## config.mk

```make
export PLATFORM = sky130hd
export DESIGN_NAME = serial_sub
export DESIGN_NICKNAME = d
export VERILOG_FILES = /design/src/rtl/serial_sub.sv
export SDC_FILE = /design/constraint.sdc
export NUM_CORES = 1
export LEC_CHECK = 0
export CORE_MARGIN = 2
export CORE_UTILIZATION = 55
export DETAILED_ROUTE_END_ITERATION = 8
export DONT_BUFFER_PORTS = 1
export PLACE_DENSITY = 0.68
export SYNTH_ARGS = -nofsm -noshare
export SYNTH_HDL_FRONTEND = slang
export SYNTH_SLANG_ARGS = --single-unit
```

## constraint.sdc

```tcl
create_clock -name clk -period 1.8 [get_ports clk]
set_clock_uncertainty 0.1 [all_clocks]
set_input_delay 0.09 -clock clk [delete_from_list [all_inputs] [get_ports clk]]
set_output_delay 0.09 -clock clk [all_outputs]
set_load 0.05 [all_outputs]
```

## src/rtl/serial_sub.sv

```systemverilog
// Bit-serial a - b - bin, LSB first; done pulses the cycle after the WIDTH-th RUN edge (WIDTH+1 edges from accept).
// No backpressure: start is ignored while busy, and results hold until the next completion.
module serial_sub #(
    parameter int WIDTH = 4
) (
    input  logic             clk,
    input  logic             rst,
    input  logic             start,
    input  logic [WIDTH-1:0] a,
    input  logic [WIDTH-1:0] b,
    input  logic             bin,
    output logic             busy,
    output logic             done,
    output logic [WIDTH-1:0] diff,
    output logic             bout
);

    localparam int CW = $clog2(WIDTH) + 1;

    typedef enum logic [1:0] {
        IDLE = 2'd0,
        RUN  = 2'd1,
        DONE = 2'd2
    } state_t;

    state_t           state_q;
    logic [WIDTH-1:0] a_sh_q;
    logic [WIDTH-1:0] b_sh_q;
    logic [WIDTH-2:0] r_q;
    logic [WIDTH-1:0] r_d;
    logic [WIDTH-1:0] diff_q;
    logic             br_q;
    logic             br_d;
    logic             bout_q;
    logic             d_bit;
    logic [CW-1:0]    cnt_q;

    // One full-subtractor slice; the result register is one bit short because
    // the final bit lands directly in diff on the completion edge.
    assign d_bit = a_sh_q[0] ^ b_sh_q[0] ^ br_q;
    assign br_d  = (~a_sh_q[0] & b_sh_q[0]) | (~(a_sh_q[0] ^ b_sh_q[0]) & br_q);
    assign r_d   = {d_bit, r_q};

    always_ff @(posedge clk or posedge rst) begin
        if (rst) begin
            state_q <= IDLE;
            a_sh_q  <= '0;
            b_sh_q  <= '0;
            r_q     <= '0;
            br_q    <= 1'b0;
            cnt_q   <= '0;
            diff_q  <= '0;
            bout_q  <= 1'b0;
        end else begin
            case (state_q)
                IDLE, DONE: begin
                    if (start) begin
                        a_sh_q  <= a;
                        b_sh_q  <= b;
                        br_q    <= bin;
                        cnt_q   <= '0;
                        state_q <= RUN;
                    end else begin
                        state_q <= IDLE;
                    end
                end
                RUN: begin
                    a_sh_q <= a_sh_q >> 1;
                    b_sh_q <= b_sh_q >> 1;
                    br_q   <= br_d;
                    r_q    <= r_d[WIDTH-1:1];
                    cnt_q  <= cnt_q + CW'(1);
                    if (cnt_q == CW'(WIDTH - 1)) begin
                        diff_q  <= r_d;
                        bout_q  <= br_d;
                        state_q <= DONE;
                    end
                end
                default: state_q <= IDLE;
            endcase
        end
    end

    assign busy = (state_q == RUN);
    assign done = (state_q == DONE);
    assign diff = diff_q;
    assign bout = bout_q;

endmodule

```

After elaboration in Yosys (flattened, before gate mapping)
Index checks and enable logic that the tools add are counted.

word-level totals
  register bits after elaboration = 22
  bits of input ports = 12
  output and inout bits = 7
  word-level logic and storage cells = 37

operators by class
  add/subtract/negate cells = 1
  equality and inequality tests = 5
  muxes and demuxes = 11
  bitwise logic cells = 7
  reduce and logical (&&, ||, !) cells = 5

operators by type and width
  cell                                                                     count
  4-bit one-hot mux with 2 select lines                                    2
  4-bit two-way mux                                                        2
  3-bit one-hot mux with 2 select lines                                    1
  2-bit one-hot mux with 2 select lines                                    1
  2-bit AND reduction                                                      2
  3-bit by 1-bit adder with 3-bit output, second input constant            1
  3-bit by 2-bit == test with 1-bit output, second input constant          1
  3-bit two-way mux                                                        1
  1-bit AND                                                                2
  2-bit by 1-bit == test with 1-bit output, second input constant          1
  2-bit == test, second input constant                                     1
  2-bit zero test                                                          1
  1-bit two-way mux                                                        2
  2-bit two-way mux                                                        1
  2-bit by 1-bit inequality test with 1-bit output, second input constant  1
  2-bit inequality test, second input constant                             1
  1-bit NOT                                                                2
  1-bit one-hot mux with 2 select lines                                    1
  2-bit nonzero test                                                       1
  2-bit OR reduction                                                       1
  1-bit bitwise XOR                                                        2
  1-bit bitwise OR                                                         1

Longest topological paths before layout
Gate-level depths: netlist of run 1.

  depth in word-level cells = 5
  gate-level depth with buffers = 5
  gate-level depth less buffers = 5

Least setup slack after synthesis of run 1
No wires, ideal clock.

  path kind = register to register
  start = reg cnt_q[0]
  end = reg diff_q[0], in the netlist diff[0]
  setup time = 125 ps
  data arrival time = 1,289 ps
  data required time = 1,575 ps
  setup slack = 286 ps
  cell stages (with the launch flop) = 5
  buffers on the path = 0
  period minus slack after synthesis = 1,514 ps
  path through = dfrtp_1 > ha_1 > ha_1 > nand3b_1 > mux2_2

on the way
  cells in the longest elaborated chain, start to end = 2

ends and longest elaborated chain
  item                                      RTL line  RTL
  from (decl)                               36        logic [CW-1:0] cnt_q;
  from (signal assigned)                    72        cnt_q <= cnt_q + CW'(1);
  3-bit by 2-bit == test with 1-bit output  73        if (cnt_q == CW'(WIDTH - 1)) begin
  2-bit AND reduction (no line)             --
  to (signal assigned)                      74        diff_q <= r_d;
  to (decl)                                 31        logic [WIDTH-1:0] diff_q;

Every way passes these cells.
A chain may end at the register's enable or synchronous reset.

Final worst setup path of run 1
Ends and elaborated chain as after synthesis.

==> results of run 1 <==
[worst max path at each step]
stage               to  slack, ns  cells past startpoint  startpoint
3_3_place_gp   diff[0]       0.24                      4    cnt_q[0]
4_1_cts        diff[0]       0.16                      4    cnt_q[0]
5_1_grt        diff[3]       0.12                      4    cnt_q[0]
2_1_floorplan  diff[0]       0.29                      4    cnt_q[0]
3_5_place_dp   diff[0]       0.18                      4    cnt_q[0]
6_report       diff[0]       0.17                      4    cnt_q[0]
[area by class of cell]
cell class              instances  share of cell area (%)
repair buffers                 15                    12.2
flip-flops and latches         22                    47.9
well taps                      25                    2.72
multi-input cells              58                    33.3
inverters                       6                    1.96
clock buffers                   3                    1.96
[sequential cells by signal, summed over array words and instances, names as in the netlist]
name and count:
bout 1, cnt_q 3, a_sh_q 4, state_q 2, r_q 3, br_q 1, diff 4, b_sh_q 4
[worst reg2reg max path, cell delays in order, from the launching register on]
cell and delay, ns:
dfrtp_1 0.42, ha_1 0.21, ha_1 0.19, nand3b_1 0.23
mux2_2 0.38
[synthesized netlist by cell type (all sizes together)]
cell and count:
a22o 1, and3b 1, dfrtp 22, fa 1, mux2 5, nand3 5
nor2 4, a21oi 2, a22oi 1, ha 2, o22ai 4, mux2i 2
nor2b 2, nand3b 1, a211oi 1, buf 4, nand2 11, o21ai 5
inv 6, and2b 1, a221o 1, nand2b 2, nor3 3, o31ai 1
or2b 2
[metal layers]
layer	vias up	GRT usage [%]
met5	-	0
met4	0	5.14
met3	2	3.92
met2	16	33.9
met1	320	26.7
li1	340	-
[report_power, final]
| part | internal, mW | total [mW] | leakage, nW | switching (mW) |
|---|---|---|---|---|
| Clock | 0.0777 | 0.214 | 0.0138 | 0.136 |
| Combinational | 0.378 | 0.839 | 0.265 | 0.462 |
| Sequential | 0.720 | 1.07 | 0.273 | 0.347 |
| Total | 1.18 | 2.12 | 0.552 | 0.945 |
[cells by family (layout without fill, tap and decap cells)]
kind of cell / after synthesis / count (layout) / share of synthesized area, %
buffers and inverters: 10 / 24 / 4.97
DFF: 22 / 22 / 56.1
adders and majority gates: 3 / 3 / 4.59
AOI/OAI and AO/OA: 16 / 16 / 10.3
and+or+nand+nor: 32 / 32 / 16.3
muxes: 7 / 7 / 7.77
[metrics by stage]
step,cells,area [um^2],hold slack [ns]
after floorplan,90,982,-0.0208
after global placement,115,1020,0.0797
after detailed placement,115,1020,0.0859
after CTS,129,1150,0.00455
after global routing,129,1150,0.0475
final,129,1150,0.0228
==> results.cfg, run 1 <==
[clocking]
cts_buffers = 3
path_clk_slew_ns = 0.11
hold_buffers = 11
htreeDepth = 1
postCtsSetupRepairBufs = 0
root_buffer = clkbuf_4
cts_tree = done
cts_resized = 0
clk_latency_ns = 0.29
numClockSinks = 22
clockBufferDepth = 2

[floorplanning]
die_height_um = 46.3
die-area_mm2 = 0.00214
initial_core_util_pct = 57.5
rows = 15
die-width_um = 46.3
core-area_mm2 = 0.00171
io_pins = 19

[setup_path]
cp_top_family = flip-flops
path_class = reg2reg
path_cells = ha_1 > ha_1 > nand3b_1 > mux2_2
crit_path_end_kind = flop
critical_path_buf_inv_count = 0
rrSetupSlack_ns = 0.17
cp_slowest_stage_delay_ns = 0.42
cp-start-kind = flop
crit_arrival_ns = 1.72
r2r-start = cnt_q[0]
critPathMaxFanout = 7
crit_top_cell = ha_1
required_ns = 1.89
rr_worst_depth = 4
slowest_stage = dfrtp_1
r2r_end = diff[0]

[hold_path]
min_delay_path_depth = 2
hold_start = start
min_to = state_q[0]
hold_path.class = in2reg

[place]
io_buffers = 0
gp_congestion = 0.725
post-place-ws_ns = 0.177
dp_hpwl_mm = 1.29

[route]
drt_iter0_markers = 4
wl_met3_um = 70
vias_per_cell = 5.26
first_pass_iters = 4
drt-met1-wl_um = 834
drc = 0
vias = 678
wl_per_cell_um = 14.3
maxUsedRoutingLayer = met4
wl_mm = 1.84
wl_met2_um = 920
ant_nets = 0

[yosys]
yosys.area.top_type = dfrtp_1
yosysUniqueCellTypes = 27
synth_top_area_share_pct = 56.1
syn_area_per_cell_um2 = 10.9
synth_nets = 105
ys_ff_latch = 22
ys_seq_area_share_pct = 56.1
syn_inst = 90
synth_area_um2 = 982
synth_area_leaders = dfrtp_1 (56%), mux2_2 (5.7%), nand2_1 (4.2%)
yosysWarnings = 0

[power_and_ir_drop]
p_leak_nw = 0.552
power_density_mw_per_mm2 = 1840
total_power_mw = 2.12
peakVddDrop_uv = 1240

[sta]
setup_ws_ns = 0.170
period_needed_ns = 1.63
finalCritPeriodShare_pct = 90.6
slew_viol_final = 0
setup_viol = 0
worst_pin_slew_ns = 0.838
hold_viol_final = 0
fin_tns_setup_ns = 0
slew_headroom_pct = 44.1
rsz0062_at_grt = false
max_freq_mhz = 614

[status]
status = completed

[final_layout]
multiInputGateArea_um2 = 383
nets = 121
drive_gt1_share_pct = 12.5
fillerInstances = 139
layout_common_cells = dfrtp_1 (22), nand2_1 (11), dlygate4sd3_1 (11)
diodes = 0
fin_util_pct = 67.3
layout.cells.most_common = dfrtp_1
seqCellArea_um2 = 551
syn2layout_area_growth_pct = 17.1

[global_routing]
grt_first_pass_wirelength_mm = 3.04
antenna_found_initial = 0
grt_start_max_net_pins = 23
grt_pass1_vias = 683
overflow = 0
grt_usage_pct = 20.2

[run]
cap_violations = 0
Note: power is estimated with default switching activity, not from simulation.
==> inputs of run 2 (changes only) <==
Settings changed: CORE_UTILIZATION 55 to 59, PLACE_DENSITY 0.68 to 0.73.
==> run 2 against run 1 <==
Combinational power fell by 2%. Clock-buffer cell count rose by 1. Clock power rose by 26%. First-iteration DRC count rose to 3.0 times the previous value. Sequential power barely moved. Non-clock buffer count did not move. Final cell count fell by 6.2%. Critical path type unchanged. Largest power group unchanged.
==> results.cfg, run 2 (synthesis results as in run 1) <==
[sta]
fin_tns_setup_ns = 0
hold_viol_final = 0
hold_slack_ns = 0.0689
setup_viol = 0
worst_pin_slew_ns = 0.806
period_needed_ns = 1.66
rsz0062_at_grt = false
finalCritPeriodShare_pct = 92.2
slew_viol_final = 0
slew_headroom_pct = 46.2
max_freq_mhz = 602

[final_layout]
fin_area_mm2 = 0.00115
diodes = 0
nets = 121
syn2layout_area_growth_pct = 17.3
layout_common_cells = dfrtp_1 (22), nand2_1 (11), dlygate4sd3_1 (11)
fin_util_pct = 74.8
layout.cells.most_common = dfrtp_1
drive_gt1_share_pct = 13.3

[route]
maxUsedRoutingLayer = met4
drt-met1-wl_um = 794
ant_nets = 0
wl_met3_um = 113
first_pass_iters = 4
vias_per_cell = 5.79
vias = 700
wl_per_cell_um = 15.3
drc = 0
wl_mm = 1.86
wl_met2_um = 928
drt_iter0_markers = 12

[setup_path]
rrSetupSlack_ns = 0.14
crit_arrival_ns = 1.77
crit_path_end_kind = flop
r2r-start = cnt_q[0]
required_ns = 1.91
path_class = reg2reg
critPathMaxFanout = 7
cp-start-kind = flop
rr_worst_depth = 4
r2r_end = diff[0]

[global_routing]
antenna_found_initial = 0
overflow = 0
grt_pass1_vias = 746
grt_start_max_net_pins = 23
grt_usage_pct = 23.1
grt_first_pass_wirelength_mm = 3.37

[place]
gp_congestion = 0.757
io_buffers = 0
dpl_cell_area_mm2 = 0.00101
dp_hpwl_mm = 1.27

[clocking]
cts_resized = 0
cts_buffers = 3
numClockSinks = 22
path_clk_slew_ns = 0.12
clockBufferDepth = 2
root_buffer = clkbuf_4
cts_tree = done
htreeDepth = 1
clk_latency_ns = 0.31

[power_and_ir_drop]
peakVddDrop_uv = 1180
p_leak_nw = 0.559
power_density_mw_per_mm2 = 1890

[floorplanning]
core-area_mm2 = 0.00154
io_pins = 19
die-width_um = 44.8
die-area_mm2 = 0.00201
die_height_um = 44.8
rows = 14
initial_core_util_pct = 63.7

[hold_path]
min_to = a_sh_q[1]
hold_path.class = in2reg
hold_start = start
min_delay_path_depth = 3

[status]
status = completed

[run]
cap_violations = 0
-- run 2: cell types whose count changed in the layout (fill, tap and decap cells not counted) --
cell,before,now
clkbuf_8,0,1
-- run 2: worst max-delay path by stage --
stage / start / end / slack [ns] / depth (start not counted)
2_1_floorplan: cnt_q[0] / diff[0] / 0.29 / 4
5_1_grt: cnt_q[0] / diff[1] / 0.04 / 4
4_1_cts: cnt_q[0] / diff[0] / 0.14 / 4
3_3_place_gp: cnt_q[0] / diff[3] / 0.22 / 4
6_report: cnt_q[0] / diff[0] / 0.14 / 4
3_5_place_dp: cnt_q[0] / diff[0] / 0.15 / 4
-- run 2: where the power goes --
part           leakage, nW  switching, mW  internal [mW]
registers            0.273          0.363          0.720
clock network       0.0210          0.147          0.124
logic                0.265          0.448          0.374
total                0.559          0.957           1.22
-- run 2: cell type report --
class	instances	area, um^2
inverter	6	22.5
tap	16	20.0
fill	115	389
timing repair buffer	15	140
multi-input combinational	58	383
clock buffer	4	36.3
sequential	22	551
-- run 2: per-stage QoR --
stage / instances / power [mW] / setup slack [ns]
after floorplan: 90 / 1.72 / 0.286
after global placement: 106 / 1.86 / 0.224
after detailed placement: 106 / 1.90 / 0.154
after CTS: 121 / 2.19 / 0.137
after global routing: 121 / 2.36 / 0.0384
final: 121 / 2.18 / 0.140
-- run 2: per-layer routing --
layer / vias to the layer above / GRT usage, %
li1: 338 / -
met1: 332 / 28.7
met5: - / 0
met2: 25 / 40.9
met4: 0 / 7.06
met3: 5 / 4.00
-- run 2: critical path, cell delays in order, from the launching register on --
cell	delay, ns
dfrtp_1	0.42
ha_1	0.21
ha_1	0.19
nand3b_1	0.27
mux2_2	0.38
-- run 2: timing repair --
action | CTS | global route
hold buffers | 11 | 0
buffers inserted | 0 | 0
hold endpoints to repair | 33 | 0
==> inputs of run 3 (changes only) <==
Settings changed: REMOVE_ABC_BUFFERS from default to 1.
==> run 3 against run 2 <==
Sequential share of layout area shrank 0.31 points. Non-clock buffer count rose by 1. Maximum frequency decreased by 2.2%. Largest power group unchanged. Sequential power about the same.
==> results.cfg, run 3 (synthesis results as in run 1) <==
[route]
wl_per_cell_um = 15.3
drc = 0
ant_nets = 0
wl_mm = 1.87
drt_iter0_markers = 16
vias_per_cell = 5.77
vias = 704
first_pass_iters = 3

[setup_path]
cp_slowest_stage_delay_ns = 0.51
cp-start-kind = flop
crit_arrival_ns = 1.51
r2r_end = diff[2]
r2r-start = cnt_q[0]
path_class = reg2out
required_ns = 1.61
path_cells = or2b_1 > inv_2 > buf_4
rr_worst_depth = 4
critPathMaxFanout = 9
slowest_stage = dfrtp_1
crit_path_end_kind = output port
rrSetupSlack_ns = 0.17

[clocking]
cts_resized = 0
htreeDepth = 1
numClockSinks = 22
hold_buffers = 11
path_clk_slew_ns = 0.11
root_buffer = clkbuf_4
clk_latency_ns = 0.32
postCtsSetupRepairBufs = 0
cts_buffers = 3
cts_tree = done
clockBufferDepth = 2

[sta]
period_needed_ns = 1.70
finalCritPeriodShare_pct = 94.3
fin_tns_setup_ns = 0
hold_viol_final = 0
rsz0062_at_grt = false
slew_viol_final = 0
setup_viol = 0
max_freq_mhz = 589
slew_headroom_pct = 68.5
worst_pin_slew_ns = 0.473

[final_layout]
diodes = 0
layout.cells.most_common = dfrtp_1
fin_area_mm2 = 0.00116
drive_gt1_share_pct = 14.2
layout_common_cells = dfrtp_1 (22), nand2_1 (11), dlygate4sd3_1 (11)
nets = 122
syn2layout_area_growth_pct = 18.1

[global_routing]
grt_start_max_net_pins = 23
overflow = 0
antenna_found_initial = 0
grt_first_pass_wirelength_mm = 3.11
grt_pass1_vias = 701
grt_usage_pct = 22.6

[hold_path]
min_delay_path_depth = 3
min_to = a_sh_q[1]
hold_path.class = in2reg
hold_start = start

[floorplanning]
io_pins = 19
rows = 14
die_height_um = 44.8
die-width_um = 44.8
die-area_mm2 = 0.00201
core-area_mm2 = 0.00154
initial_core_util_pct = 63.7

[place]
gp_congestion = 0.760
dpl_cell_area_mm2 = 0.00101
io_buffers = 0
dp_hpwl_mm = 1.29

[power_and_ir_drop]
p_leak_nw = 0.564
power_density_mw_per_mm2 = 1890
peakVddDrop_uv = 1010

[run]
cap_violations = 0

[status]
status = completed
-- run 3: worst max-delay path: cells and delay by family (launching register included) --
kind	cells	cell delay, ns
flops	1	0.51
buf+inv	2	0.39
simple gates	1	0.29
-- run 3: how the worst max path moves through the flow --
stage / start / end / slack [ns] / depth (start not counted)
2_1_floorplan: state_q[0] / b_sh_q[2] / 0.02 / 4
3_3_place_gp: cnt_q[0] / diff[2] / 0.21 / 4
3_5_place_dp: cnt_q[0] / diff[1] / 0.18 / 4
4_1_cts: state_q[0] / busy / 0.11 / 3
5_1_grt: state_q[0] / busy / 0.01 / 3
6_report: state_q[0] / busy / 0.10 / 3
-- run 3: report_power, final --
| group | internal (mW) | switching [mW] | total [mW] |
|---|---|---|---|
| clock | 0.124 | 0.151 | 0.275 |
| sequential | 0.720 | 0.353 | 1.07 |
| combinational | 0.378 | 0.462 | 0.840 |
| total | 1.22 | 0.966 | 2.19 |
-- run 3: layer usage --
metal  part of all wire (%)  GRT usage (%)  vias to the layer above
met2                     52           35.7                       17
met3                    5.8           9.20                        4
met5                      0              0                        -
li1                       -              -                      340
met1                     41           28.0                      343
met4                    1.3           8.82                        0
-- run 3: layout make-up --
type                    count  area (um^2)
clock buffers               4         36.3
fillers                   106          382
inverters                   6         22.5
multi-input cells          58          383
flip-flops and latches     22          551
well taps                  16         20.0
repair buffers             16          148
-- run 3: through the flow --
stage          cells  power, mW  util, %  setup slack (ns)  hold WS (ns)
4_1_cts          122       2.20     75.2             0.106        0.0388
5_1_grt          122       2.35     75.2            0.0102        0.0629
3_3_place_gp     107       1.87     65.7             0.214       -0.0684
6_report         122       2.19     75.2             0.102        0.0429
2_1_floorplan     86       1.66        -            0.0240       -0.0208
3_5_place_dp     107       1.91     65.7             0.185       -0.0700
